<file path="config.mk">
export PLATFORM = sky130hd
export DESIGN_NAME = dmem_arbiter
export DESIGN_NICKNAME = d
export VERILOG_FILES = /design/src/rtl/dmem_arbiter.sv
export SDC_FILE = /design/constraint.sdc
export NUM_CORES = 1
export LEC_CHECK = 0
export CAP_MARGIN = 20
export CELL_PAD_IN_SITES_DETAIL_PLACEMENT = 0
export CELL_PAD_IN_SITES_GLOBAL_PLACEMENT = 1
export CORE_UTILIZATION = 25
export CTS_CLUSTER_DIAMETER = 40
export DETAILED_ROUTE_END_ITERATION = 7
export PLACE_DENSITY = 0.9
export SETUP_SLACK_MARGIN = 0.02
export SLEW_MARGIN = 30
export SYNTH_ARGS = -nofsm -noshare
export SYNTH_HDL_FRONTEND = slang
export SYNTH_SLANG_ARGS = --single-unit
</file>
<file path="constraint.sdc">
create_clock -name clk -period 4.17 [get_ports clk]
set_input_delay 0.834 -clock clk [delete_from_list [all_inputs] [get_ports clk]]
set_output_delay 0.834 -clock clk [all_outputs]
set_load 0.01 [all_outputs]
</file>
<file path="src/rtl/dmem_arbiter.sv">
// Two-port data-memory arbiter with burst-limited round robin and registered read return.
// Optional address checking is enabled by defining DMEM_ARB_CHECK_EN.
module dmem_arbiter #(
  parameter int unsigned MAX_BURST = 4
) (
  input  logic        clk,
  input  logic        reset,
  input  logic        req0,
  input  logic        req1,
  input  logic        we0,
  input  logic        we1,
  input  logic [31:0] addr0,
  input  logic [31:0] addr1,
  input  logic [31:0] wdata0,
  input  logic [31:0] wdata1,
  output logic        gnt0,
  output logic        gnt1,
  output logic        rvalid0,
  output logic        rvalid1,
  output logic [31:0] rdata0,
  output logic [31:0] rdata1,
  output logic        err0,
  output logic        err1,
  output logic        mem_we,
  output logic [31:0] mem_addr,
  output logic [31:0] mem_wdata,
  input  logic [31:0] mem_rdata
);

  localparam int unsigned CW = $clog2(MAX_BURST + 1);
  localparam logic [CW-1:0] MAXC = CW'(MAX_BURST);

  typedef enum logic [1:0] {IDLE, OWN0, OWN1} state_t;

  state_t        state_q, state_d;
  logic [CW-1:0] cnt_q, cnt_d;
  logic          last_q, last_d;
  logic          g0, g1;

  logic          rvalid0_q, rvalid1_q;
  logic [31:0]   rdata0_q, rdata1_q;

  logic          sel_we;
  logic [31:0]   sel_addr, sel_wdata;
  logic          bad;

  always_ff @(posedge clk) begin
    if (reset) begin
      state_q <= IDLE;
      cnt_q   <= '0;
      last_q  <= 1'b1;
    end else begin
      state_q <= state_d;
      cnt_q   <= cnt_d;
      last_q  <= last_d;
    end
  end

  always_comb begin
    state_d = state_q;
    cnt_d   = cnt_q;
    last_d  = last_q;
    g0      = 1'b0;
    g1      = 1'b0;
    case (state_q)
      OWN0: begin
        if (req0 && (!req1 || cnt_q < MAXC)) g0 = 1'b1;
        else if (req1)                        g1 = 1'b1;
      end
      OWN1: begin
        if (req1 && (!req0 || cnt_q < MAXC)) g1 = 1'b1;
        else if (req0)                        g0 = 1'b1;
      end
      default: begin
        // On contention the requester that did not own the bus last wins.
        if (req0 && req1) begin
          if (last_q) g0 = 1'b1;
          else        g1 = 1'b1;
        end else if (req0) begin
          g0 = 1'b1;
        end else if (req1) begin
          g1 = 1'b1;
        end
      end
    endcase

    if (g0) begin
      state_d = OWN0;
      last_d  = 1'b0;
      if (state_q == OWN0) cnt_d = (cnt_q == MAXC) ? cnt_q : cnt_q + CW'(1);
      else                 cnt_d = CW'(1);
    end else if (g1) begin
      state_d = OWN1;
      last_d  = 1'b1;
      if (state_q == OWN1) cnt_d = (cnt_q == MAXC) ? cnt_q : cnt_q + CW'(1);
      else                 cnt_d = CW'(1);
    end else begin
      state_d = IDLE;
      cnt_d   = '0;
    end
  end

  assign gnt0 = g0 & ~reset;
  assign gnt1 = g1 & ~reset;

  always_comb begin
    sel_we    = 1'b0;
    sel_addr  = '0;
    sel_wdata = '0;
    if (gnt0) begin
      sel_we    = we0;
      sel_addr  = addr0;
      sel_wdata = wdata0;
    end else if (gnt1) begin
      sel_we    = we1;
      sel_addr  = addr1;
      sel_wdata = wdata1;
    end
  end

`ifdef DMEM_ARB_CHECK_EN
  // Legal window is word-aligned addresses 0x00..0x7C.
  assign bad = (gnt0 | gnt1) & ((sel_addr[1:0] != 2'b00) | (sel_addr[31:7] != '0));
`else
  assign bad = 1'b0;
`endif

  assign mem_we    = sel_we & ~bad;
  assign mem_addr  = sel_addr;
  assign mem_wdata = sel_wdata;

  always_ff @(posedge clk) begin
    if (reset) begin
      rvalid0_q <= 1'b0;
      rvalid1_q <= 1'b0;
      rdata0_q  <= '0;
      rdata1_q  <= '0;
    end else begin
      rvalid0_q <= gnt0 & ~we0;
      rvalid1_q <= gnt1 & ~we1;
      if (gnt0 && !we0) rdata0_q <= bad ? 32'h0 : mem_rdata;
      if (gnt1 && !we1) rdata1_q <= bad ? 32'h0 : mem_rdata;
    end
  end

  // Masking with reset keeps a read that was in flight from surfacing during reset.
  assign rvalid0 = rvalid0_q & ~reset;
  assign rvalid1 = rvalid1_q & ~reset;
  assign rdata0  = reset ? 32'h0 : rdata0_q;
  assign rdata1  = reset ? 32'h0 : rdata1_q;

`ifdef DMEM_ARB_CHECK_EN
  logic err0_q, err1_q;

  always_ff @(posedge clk) begin
    if (reset) begin
      err0_q <= 1'b0;
      err1_q <= 1'b0;
    end else begin
      err0_q <= gnt0 & bad;
      err1_q <= gnt1 & bad;
    end
  end

  assign err0 = err0_q & ~reset;
  assign err1 = err1_q & ~reset;
`else
  assign err0 = 1'b0;
  assign err1 = 1'b0;
`endif

endmodule

</file>
; After elaboration in Yosys (flattened, before gate mapping)
; Index checks and enable logic that the tools add are counted.
[totals]
register_bits = 72
in_bits = 166
out_inout_bits = 135
wordCells = 65
[classes]
add_sub_neg = 1
magnitude_cmp = 1
eq_ne = 3
muxes = 30
bitwise = 9
reduce_logical = 13
[op_table]
columns = op, n
row1 = 32-bit 2-to-1 mux, 6
row2 = 1-bit 2-to-1 mux, 16
row3 = 3-bit 2-to-1 mux, 5
row4 = 1-bit AND, 6
row5 = 1-bit logical AND, 5
row6 = 1-bit logical NOT, 4
row7 = 1-bit one-hot mux with 2 select lines, 2
row8 = "3-bit by 1-bit adder with 3-bit output, second input constant", 1
row9 = "3-bit equality test, second input constant", 1
row10 = "3-bit less-than comparator, second input constant", 1
row11 = 1-bit inverter, 3
row12 = "2-bit by 1-bit equality test with 1-bit output, second input constant", 1
row13 = "2-bit equality test, second input constant", 1
row14 = 1-bit logical OR, 2
row15 = 2-bit 2-to-1 mux, 1
row16 = 2-bit nonzero test, 1
row17 = 2-bit OR reduction, 1

; Logic depth before layout (Yosys ltp)
; Gate-level depths: netlist (run 1).
[logic_depth]
word_depth = 8
depth_mapped = 9

; Worst setup path before layout (run 1)
; OpenSTA, ideal clock, no wires.
[synth_path]
kind = input to output
start = in req1
end = out mem_addr[0]
arrival_time_ns = 2.054
required_time_ns = 3.336
slack_ns = 1.282
cell_stages = 7
path_cell_list = nor4b_1 -> a31o_4 -> or2_1 -> buf_2 -> buf_6 -> buf_6 -> a32o_1
[synth_via]
elab_chain_len = 8
elab_cells_between_ends = 19
cone_classes = mux (12) / bitwise (2) / reduce/logical (5)
[synth_lines]
columns = element, line_no
row1 = from (decl), 9  ; input logic req1,
row2 = 1-bit logical NOT, 67  ; if (req0 && (!req1 || cnt_q < MAXC)) g0 = 1'b1;
row3 = 1-bit logical OR, 67
row4 = 1-bit logical AND, 67
row5 = 1-bit 2-to-1 mux, 67
row6 = 1-bit one-hot mux with 2 select lines, 65  ; case (state_q)
row7 = 1-bit AND, 104  ; assign gnt1 = g1 & ~reset;
row8 = 32-bit 2-to-1 mux, 114  ; end else if (gnt1) begin
row9 = 32-bit 2-to-1 mux (*), 110  ; if (gnt0) begin
row10 = to (decl), 25  ; output logic [31:0] mem_addr,
; Mark *: on every way between the ends. The rest lies on a longest branch, timed or not.

; Final worst setup path (run 1)
[layout_path]
start = in req1
end = out mem_wdata[11]
[layout_via]
elab_chain_len = 8
elab_cells_between_ends = 19
cone_classes = mux (12) / bitwise (2) / reduce/logical (5)
[layout_lines]
columns = element, line_no
row1 = 1-bit logical NOT, 67
row2 = 1-bit logical OR, 67
row3 = 1-bit logical AND, 67
row4 = 1-bit 2-to-1 mux, 67
row5 = 1-bit one-hot mux with 2 select lines, 65
row6 = 1-bit AND, 104
row7 = 32-bit 2-to-1 mux, 114
row8 = 32-bit 2-to-1 mux (*), 110
row9 = to (decl), 26  ; output logic [31:0] mem_wdata,
; Marked as above.

==> results of run 1 <==
-- worst paths after layout --
check	endpoint	slack (ps)	cells past startpoint
worst max register to register	rdata1_q[6]$_SDFFE_PP0P_	1700	7
worst min register to register	last_q$_SDFFE_PP1P_	560	2
worst min-delay path	last_q$_SDFFE_PP1P_	560	2
worst max-delay path	mem_wdata[11]	140	7
-- state kept, by name (all words and copies together) (netlist names) --
register,cells
rdata0_q,32
rvalid1_q,1
cnt_q,3
last_q,1
rvalid0_q,1
state_q,2
rdata1_q,32
-- power by group --
part           switching [mW]  leakage, nW  internal [mW]
registers              0.0107        0.587          0.737
clock network           0.269        0.141          0.481
logic                   0.309         2.00          0.434
total                   0.589         2.73           1.65
-- worst min-delay path, stage by stage (launching register included) --
cell     delay [ps]
dfxtp_1         320
inv_1            80
a41oi_1         110
-- metal layers --
| layer | share of wire, % | wire length [um] |
|---|---|---|
| met1 | 38 | 5915 |
| met2 | 48 | 7495 |
| met3 | 11 | 1679 |
| met4 | 3.8 | 600 |
| met5 | 0 | 0 |
-- layout make-up --
cell class,instances,area (um2)
clock inverter,2,38.79
sequential,72,1441
timing repair buffer,308,3103
tap,184,230.2
antenna,2,5.005
multi-input combinational,239,2148
fill,1323,7503
clock buffer,14,254.0
inverter,8,30.03
-- kinds of logic after synthesis --
group,Yosys count,synth area share (%)
AOI/OAI and AO/OA,80,20.65
adders and majority gates,4,1.303
buffers and inverters,46,7.003
DFF,72,37.52
muxes,64,18.76
other,1,0.09763
and+or+nand+nor,89,14.66
-- cells in the mapped netlist (2+ instances only) --
cell type and number:
a21oi_2 2, a32o_1 66, buf_2 11, buf_4 2, buf_6 10, clkbuf_1 15, dfxtp_1 72, ha_1 4
inv_1 7, mux2_1 14, mux2_2 50, nand2_1 3, nand2b_1 2, nand3_1 2, nor2_1 3, nor2b_1 66
nor3_1 2, nor4_1 2, o21ai_0 2
==> impl_metrics.csv, run 1 <==
group,metric,value,unit
run_status,status,"complete, no violations",
clock_tree,cts_resized,0,
cells_and_area,stdcell_count,829,
power,power.total,2.242,mW
die,initial_utilization,26.03,%
global_route,grtUsageMet2,32.53,%
clock_tree,cts_tree,"yes",
synthesis,synth_edf_count,0,
timing,setup_viol,0,
synthesis,synth_top_area_share,37.52,%
placement,place_ws,167.9,ps
cells_and_area,final_nets,808,
critical_path,setup.worst_path.start,"req1",
synthesis,yosysUniqueCellTypes,40,
routing,drtAntennaViolNets,0,
synthesis,synth_largest_area_cell,"dfxtp_1",
timing,post-route-period-util,96.71,%
synthesis,synth_ff_type,"dfxtp_1",
die,num_rows,44,
routing,wl,15690,um
routing,avgRoutedWirePerCell,18.93,um
timing,rsz0062_at_grt,"no",
routing,drt-pass1-iter-count,4,
routing,viasPerCell,4.908,
power,power.density,309.1,mW/mm2
global_route,gr-usage-all-layers,19.07,%
routing,vias,4069,
timing,finalHoldViolCount,0,
die,num_io_pins,301,
critical_path,crit_slowest_cell,"clkdlybuf4s50_1",
power,ir_drop,0.2609,mV
cells_and_area,drive_above_1_share,12.91,%
clock_tree,htree_levels,3,
global_route,grt_pass1_vias,4170,
cells_and_area,syn_to_final_growth,88.76,%
routing,first_iter_violations,200,
min_path,hp-class,"flip-flop to flip-flop",
clock_tree,ctsHoldBuffers,0,
synthesis,synth.avg_cell_area,10.79,um2
critical_path,path_delay_family,"buffers and inverters",
global_route,grt_max_degree,68,
timing,fin_tns_setup,0,ps
synthesis,synth_area,0.003841,mm2
critical_path,crit_chain,"clkdlybuf4s50_1 > nor4b_1 > a31o_4 > or2_2 > buf_12 > a32o_1 > clkdlybuf4s50_1",
die,die_h,126.0,um
routing,drcViolationCount,0,
critical_path,reg2reg_from,"state_q[0]$_SDFF_PP0_",
cells_and_area,fin_util,49.14,%
critical_path,critPathKind,"input port to output pin",
clock_tree,clockRootBuffer,"clkbuf_16",
cells_and_area,final_common_cell,"clkdlybuf4s50_1",
die,die_area,0.01586,mm2
timing,tightest_slew,784.9,ps
placement,place.gp.congestion,0.9717,
clock_tree,cts_buffers,9,
cells_and_area,finish.instance_area,0.007251,mm2
placement,port_buffers,298,
critical_path,timing.critical_path.mode_cell,"clkdlybuf4s50_1",
synthesis,synthArstFlopShare,0,%
synthesis,synth_seq_cells,72,
synthesis,ys_warn_count,0,
clock_tree,cts_num_sinks,72,
critical_path,max_stage_delay,570,ps
min_path,worstHoldStart,"last_q$_SDFFE_PP1P_",
job,cap_violations,0,
die,die_x,126.0,um
synthesis,seq_area_frac_synth,37.52,%
placement,dp_hpwl,12010,um
timing,slew_headroom,46.32,%
timing,max_freq,0.2480,GHz
global_route,gr-usage-met1,20.30,%
power,p_leak,2.725,nW
placement,dp_cells,811,
global_route,grt_pass1_wl,23120,um
timing,skew,3.115,ps
die,core,0.01475,mm2
timing,setup_slack,137.3,ps
timing,slew_violations,0,
critical_path,crit_fanout,44,
synthesis,syn_inst,356,
critical_path,path_buf_inv,3,
global_route,overflow,0,
cells_and_area,layout_common_cells,"297 x clkdlybuf4s50_1, 72 x dfxtp_1, 66 x a32o_1, 66 x nor2b_1, 50 x mux2_2",
critical_path,setup.worst_path.start_class,"input port",
timing,worst_hold_slack,558.8,ps
clock_tree,clk_latency,320,ps
critical_path,crit_arrival,3200,ps
global_route,top_usage_layer,"met2",
synthesis,ys_top_cells_by_area,"dfxtp_1 38%, a32o_1 17%, mux2_2 15%, nor2b_1 11%, mux2_1 4.1%",
global_route,antenna_found_initial,2,
global_route,grt_use_met3,7.392,%
clock_tree,clkTransAtPathRegs,50,ps
critical_path,setup.worst_path.end_class,"output pin",
timing,fin_crit,4033,ps
clock_tree,clk_path_buf_depth,2,
clock_tree,cts_setup_buffers,0,
placement,placed_cell_area,0.006953,mm2
critical_path,worstPathRequired,3340,ps
No activity file was read; power rests on OpenSTA's default activity.
==> run 2, diff against run 1 <==
- CORE_MARGIN: default -> 2
==> run 2 against run 1 <==
Against the previous run:
- setup slack worse by 9.5 ps
- sequential share of layout area hardly changed
- flip-flop and latch count stayed put
- die area is 3.2% higher
- hold slack worse by 1.7 ps
- critical path depth stayed put
- sequential power hardly changed
- wire length is 6.2% lower
- via count is 1.0% lower
- global-route usage is 2.5 points lower
- power is 0.39% lower
- first-iteration DRC count is 21% higher
- largest power group unchanged
- highest routed layer is now met5
==> impl_metrics.csv, run 2 (synthesized netlist as in run 1, its figures left out) <==
group,metric,value,unit
cells_and_area,final_common_cell,"clkdlybuf4s50_1",
placement,place.gp.congestion,0.7264,
routing,drt-pass1-iter-count,4,
critical_path,timing.critical_path.mode_cell,"clkdlybuf4s50_1",
clock_tree,cts_tree,"yes",
routing,avgRoutedWirePerCell,17.75,um
timing,fin_crit,4042,ps
timing,rsz0062_at_grt,"no",
timing,worst_hold_slack,557.1,ps
timing,tightest_slew,808.4,ps
cells_and_area,layout_common_cells,"297 x clkdlybuf4s50_1, 72 x dfxtp_1, 66 x a32o_1, 66 x nor2b_1, 50 x mux2_2",
clock_tree,htree_levels,3,
cells_and_area,stdcell_count,829,
critical_path,critPathKind,"input port to output pin",
global_route,grt_max_degree,69,
power,power.density,308.7,mW/mm2
global_route,gr-usage-all-layers,16.59,%
critical_path,r2r_slack,1730,ps
routing,wl,14720,um
critical_path,setup.worst_path.start_class,"input port",
die,initial_utilization,25.46,%
global_route,antenna_found_initial,1,
timing,slew_headroom,44.72,%
die,die_area,0.01637,mm2
job,cap_violations,0,
clock_tree,cts_num_sinks,72,
die,core,0.01509,mm2
clock_tree,clockRootBuffer,"clkbuf_16",
timing,setup_viol,0,
timing,max_freq,0.2474,GHz
die,die_x,128.0,um
clock_tree,ctsHoldBuffers,0,
placement,port_buffers,298,
die,num_rows,45,
placement,dp_cells,812,
routing,drcViolationCount,0,
placement,dp_hpwl,10950,um
clock_tree,clk_latency,330,ps
critical_path,max_stage_delay,570,ps
global_route,grt_pass1_wl,21310,um
clock_tree,clkTransAtPathRegs,50,ps
critical_path,setup.worst_path.end_class,"output pin",
critical_path,crit_arrival,3210,ps
critical_path,worstPathRequired,3340,ps
global_route,overflow,0,
cells_and_area,final_nets,806,
timing,post-route-period-util,96.94,%
routing,vias,4028,
critical_path,crit_chain,"clkdlybuf4s50_1 > nor4b_2 > a31o_4 > nor3_4 > buf_4 > a32o_1 > clkdlybuf4s50_1",
die,die_h,128.0,um
power,p_leak,2.723,nW
timing,slew_violations,0,
cells_and_area,fillCellCount,1350,
routing,drtAntennaViolNets,0,
timing,skew,6.662,ps
routing,first_iter_violations,241,
clock_tree,clk_path_buf_depth,2,
critical_path,crit_fanout,18,
timing,fin_tns_setup,0,ps
cells_and_area,diodes,0,
cells_and_area,syn_to_final_growth,88.31,%
cells_and_area,top_regs,"rdata0_q (32), rdata1_q (32), cnt_q (3)",
critical_path,crit_slowest_cell,"clkdlybuf4s50_1",
routing,viasPerCell,4.859,
cells_and_area,fin_util,47.94,%
run_status,status,"complete, no violations",
global_route,grt_pass1_vias,3971,
min_path,hp-class,"flip-flop to flip-flop",
power,ir_drop,0.2347,mV
die,num_io_pins,301,
timing,finalHoldViolCount,0,
cells_and_area,drive_above_1_share,13.42,%
clock_tree,cts_buffers,9,
-- run 2: per-stage QoR --
step / worst slack, ps / area (um2) / power (mW)
final: 127.8 / 7233 / 2.233
after global routing: 49.57 / 7233 / 2.331
after CTS: 72.88 / 7219 / 2.258
after detailed placement: 79.55 / 6923 / 1.487
after global placement: 142.9 / 6923 / 1.474
after floorplan: 1282 / 3845 / 1.097
-- run 2: final timing paths --
check                                           start  cells past startpoint                   endpoint
worst min register to register    last_q$_SDFFE_PP1P_                      2        last_q$_SDFFE_PP1P_
worst max register to register  state_q[0]$_SDFF_PP0_                      7  rdata1_q[24]$_SDFFE_PP0P_
worst min-delay path              last_q$_SDFFE_PP1P_                      2        last_q$_SDFFE_PP1P_
worst max-delay path                             req1                      7              mem_wdata[19]
-- run 2: repair_timing --
| item | 4_1_cts | 5_1_grt |
|---|---|---|
| hold endpoints to repair | 0 | 0 |
| buffers inserted | 0 | 1 |
| resized for setup | 0 | 1 |
| setup endpoints to repair | 0 | 2 |
-- run 2: cell type report --
cell class,instances,area (um2),share of cell area [%]
timing repair buffer,306,3075,42.52
multi-input combinational,239,2155,29.79
sequential,72,1441,19.93
tap,188,235.2,3.252
clock buffer,9,225.2,3.114
clock inverter,7,71.32,0.9860
inverter,8,30.03,0.4152
-- run 2: worst max-delay path: cells and delay by family --
family	cells	cell delay, ps
buffers and inverters	3	1380
AND/OR/NAND/NOR	2	520
AO/OA/AOI/OAI	2	470
-- run 2: metal layers --
layer  global-route usage (%)  wire length, um  up-vias
met3                    6.344             1660       20
met4                    5.559              218        2
met2                    28.66             7271      201
met5                        0               11        -
met1                    18.78             5553     1903
li1                         -                -     1902
-- run 2: power by group --
group	leakage (nW)	internal [mW]	switching, mW
registers	0.587	0.737	0.0111
clock network	0.150	0.464	0.292
logic	1.99	0.428	0.302
total	2.72	1.63	0.605
==> run 3, diff against run 2 <==
- CORE_UTILIZATION: 25 -> 26
- CTS_BUF_LIST: default -> sky130_fd_sc_hd__clkbuf_8
- PLACE_DENSITY: 0.9 -> 0.93
==> run 3 against run 2 <==
Against the previous run:
- setup slack gained 8.8 ps
- wire length grew 5.4%
- first-iteration DRC count shrank 27%
- clock power shrank 36%
- maximum frequency grew 0.22%
- hold slack gained 30 ps
- flip-flop and latch count is the same
- via count grew 1.5%
- critical path type unchanged
==> impl_metrics.csv, run 3 (synthesized netlist as in run 1, its figures left out) <==
group,metric,value,unit
timing,tightest_slew,847.9,ps
critical_path,setup.worst_path.end_class,"output pin",
routing,first_iter_violations,175,
cells_and_area,top_regs,"rdata0_q (32), rdata1_q (32), cnt_q (3)",
cells_and_area,seq_area,0.001441,mm2
die,die_h,125.5,um
cells_and_area,fillCellCount,1269,
clock_tree,clk_path_buf_depth,2,
global_route,overflow,0,
cells_and_area,multi_input_area,0.002148,mm2
global_route,antenna_found_initial,3,
clock_tree,clk_latency,350,ps
critical_path,worst_r2r_endpoint,"rdata1_q[19]$_SDFFE_PP0P_",
timing,slew_violations,0,
routing,avgRoutedWirePerCell,18.66,um
die,initial_utilization,26.53,%
power,switching_share,29.07,%
timing,worst_hold_slack,586.9,ps
placement,place.gp.congestion,1.023,
clock_tree,cts_resized,0,
clock_tree,clockRootBuffer,"clkbuf_8",
power,seq_power_share,37.7,%
routing,drtAntennaViolNets,0,
timing,max_freq,0.2479,GHz
min_path,worstHoldStart,"last_q$_SDFFE_PP1P_",
critical_path,r2r_slack,1750,ps
critical_path,crit_arrival,3200,ps
timing,rsz0062_at_grt,"no",
min_path,hp-class,"flip-flop to flip-flop",
global_route,grt_pass1_vias,4128,
clock_tree,cts_buffers,9,
timing,skew,7.586,ps
placement,dp_cells,811,
global_route,grt_max_degree,66,
critical_path,reg2reg_from,"state_q[0]$_SDFF_PP0_",
die,num_rows,44,
cells_and_area,layout_common_cells,"297 x clkdlybuf4s50_1, 72 x dfxtp_1, 66 x a32o_1, 66 x nor2b_1, 50 x mux2_2",
routing,wl,15510,um
power,netSwitchingPower,576.7,uW
cells_and_area,syn_to_final_growth,86.74,%
clock_tree,htree_levels,3,
power,power_frac_comb,38.0,%
clock_tree,cts_tree,"yes",
routing,drt-pass1-iter-count,4,
cells_and_area,final_nets,809,
die,num_io_pins,301,
timing,setup_viol,0,
power,intPower,1.407,mW
timing,fin_crit,4033,ps
critical_path,worstPathRequired,3340,ps
run_status,status,"complete, no violations",
timing,fin_tns_setup,0,ps
timing,slew_headroom,42.01,%
routing,vias,4090,
power,p_leak,2.695,nW
placement,dp_hpwl,11680,um
critical_path,critPathKind,"input port to output pin",
job,cap_violations,0,
routing,viasPerCell,4.922,
power,ir_drop,0.2501,mV
placement,port_buffers,298,
min_path,hold-path-endpoint,"last_q$_SDFFE_PP1P_",
clock_tree,cts_num_sinks,72,
power,power.density,276.6,mW/mm2
cells_and_area,stdcell_count,831,
global_route,grt_pass1_wl,22740,um
min_path,holdPathStages,2,
global_route,gr-usage-all-layers,18.19,%
die,die_area,0.01576,mm2
critical_path,setup.worst_path.start_class,"input port",
timing,post-route-period-util,96.72,%
clock_tree,ctsHoldBuffers,0,
critical_path,crit_fanout,33,
power,p_clk_share,24.3,%
die,die_x,125.5,um
clock_tree,clkTransAtPathRegs,80,ps
cells_and_area,final_common_cell,"clkdlybuf4s50_1",
critical_path,ff2ff_path_depth,7,
routing,drcViolationCount,0,
die,core,0.01448,mm2
power,power.total,1.984,mW
timing,finalHoldViolCount,0,
cells_and_area,drive_above_1_share,13.35,%
run 3: cell count changes in the layout (fill, tap and decap cells not counted), sizes merged:
cell      delta
buf          +2
inv          +1
clkinv       -2
diode        +3
bufinv       -1
clkinvlp     +1
clkbuf       +2
run 3: how the worst max path moves through the flow:
stage / start / to / slack [ps] / cells after the start
6_report: req1 / mem_wdata[15] / 140 / 7
5_1_grt: req1 / mem_wdata[15] / 50 / 7
4_1_cts: req1 / mem_addr[24] / 90 / 7
3_5_place_dp: req1 / mem_addr[24] / 90 / 7
3_3_place_gp: req1 / mem_addr[24] / 130 / 7
2_1_floorplan: req1 / mem_addr[0] / 1280 / 7
run 3: worst max-delay path, stage by stage:
cell and delay [ps]:
clkdlybuf4s50_1 570, nor4b_1 340, a31o_4 220, or2_2 230, buf_12 210, a32o_1 210
clkdlybuf4s50_1 570
run 3: power by group through the flow:
| stage | Combinational (mW) | Clock, mW | Sequential (mW) |
|---|---|---|---|
| 2_1_floorplan | 0.338 | 0 | 0.759 |
| 3_3_place_gp | 0.722 | 0 | 0.761 |
| 3_5_place_dp | 0.738 | 0 | 0.764 |
| 4_1_cts | 0.742 | 0.505 | 0.748 |
| 5_1_grt | 0.799 | 0.530 | 0.752 |
| 6_report | 0.754 | 0.482 | 0.748 |
run 3: final cells by class:
| cell class | count | share of cell area (%) |
|---|---|---|
| flip-flops and latches | 72 | 20.09 |
| well taps | 184 | 3.209 |
| inverters | 8 | 0.4186 |
| clock buffers | 10 | 1.919 |
| clock inverters | 6 | 0.5233 |
| multi-input cells | 239 | 29.95 |
| repair buffers | 309 | 43.78 |
| diodes | 3 | 0.1047 |
run 3: through the flow:
step                      util, %  setup slack [ps]  cell area [um2]
after floorplan                 -              1282             3845
after global placement      48.11             134.9             6965
after detailed placement    48.11             91.22             6965
after CTS                   49.32             89.29             7141
after global routing        49.52             46.14             7171
final                       49.54             136.6             7173
run 3: repair_timing:
| action | 4_1_cts | 5_1_grt |
|---|---|---|
| setup buffers | 0 | 0 |
| hold endpoints to repair | 0 | 0 |
| endpoints found under the setup margin | 0 | 2 |
run 3: layer usage:
layer | vias to the layer above | global-route usage [%] | routed length, um
li1 | 1911 | - | -
met1 | 1946 | 20.61 | 6021
met2 | 211 | 29.95 | 7450
met3 | 22 | 8.858 | 1773
met4 | 0 | 6.144 | 262
met5 | - | 0 | 0
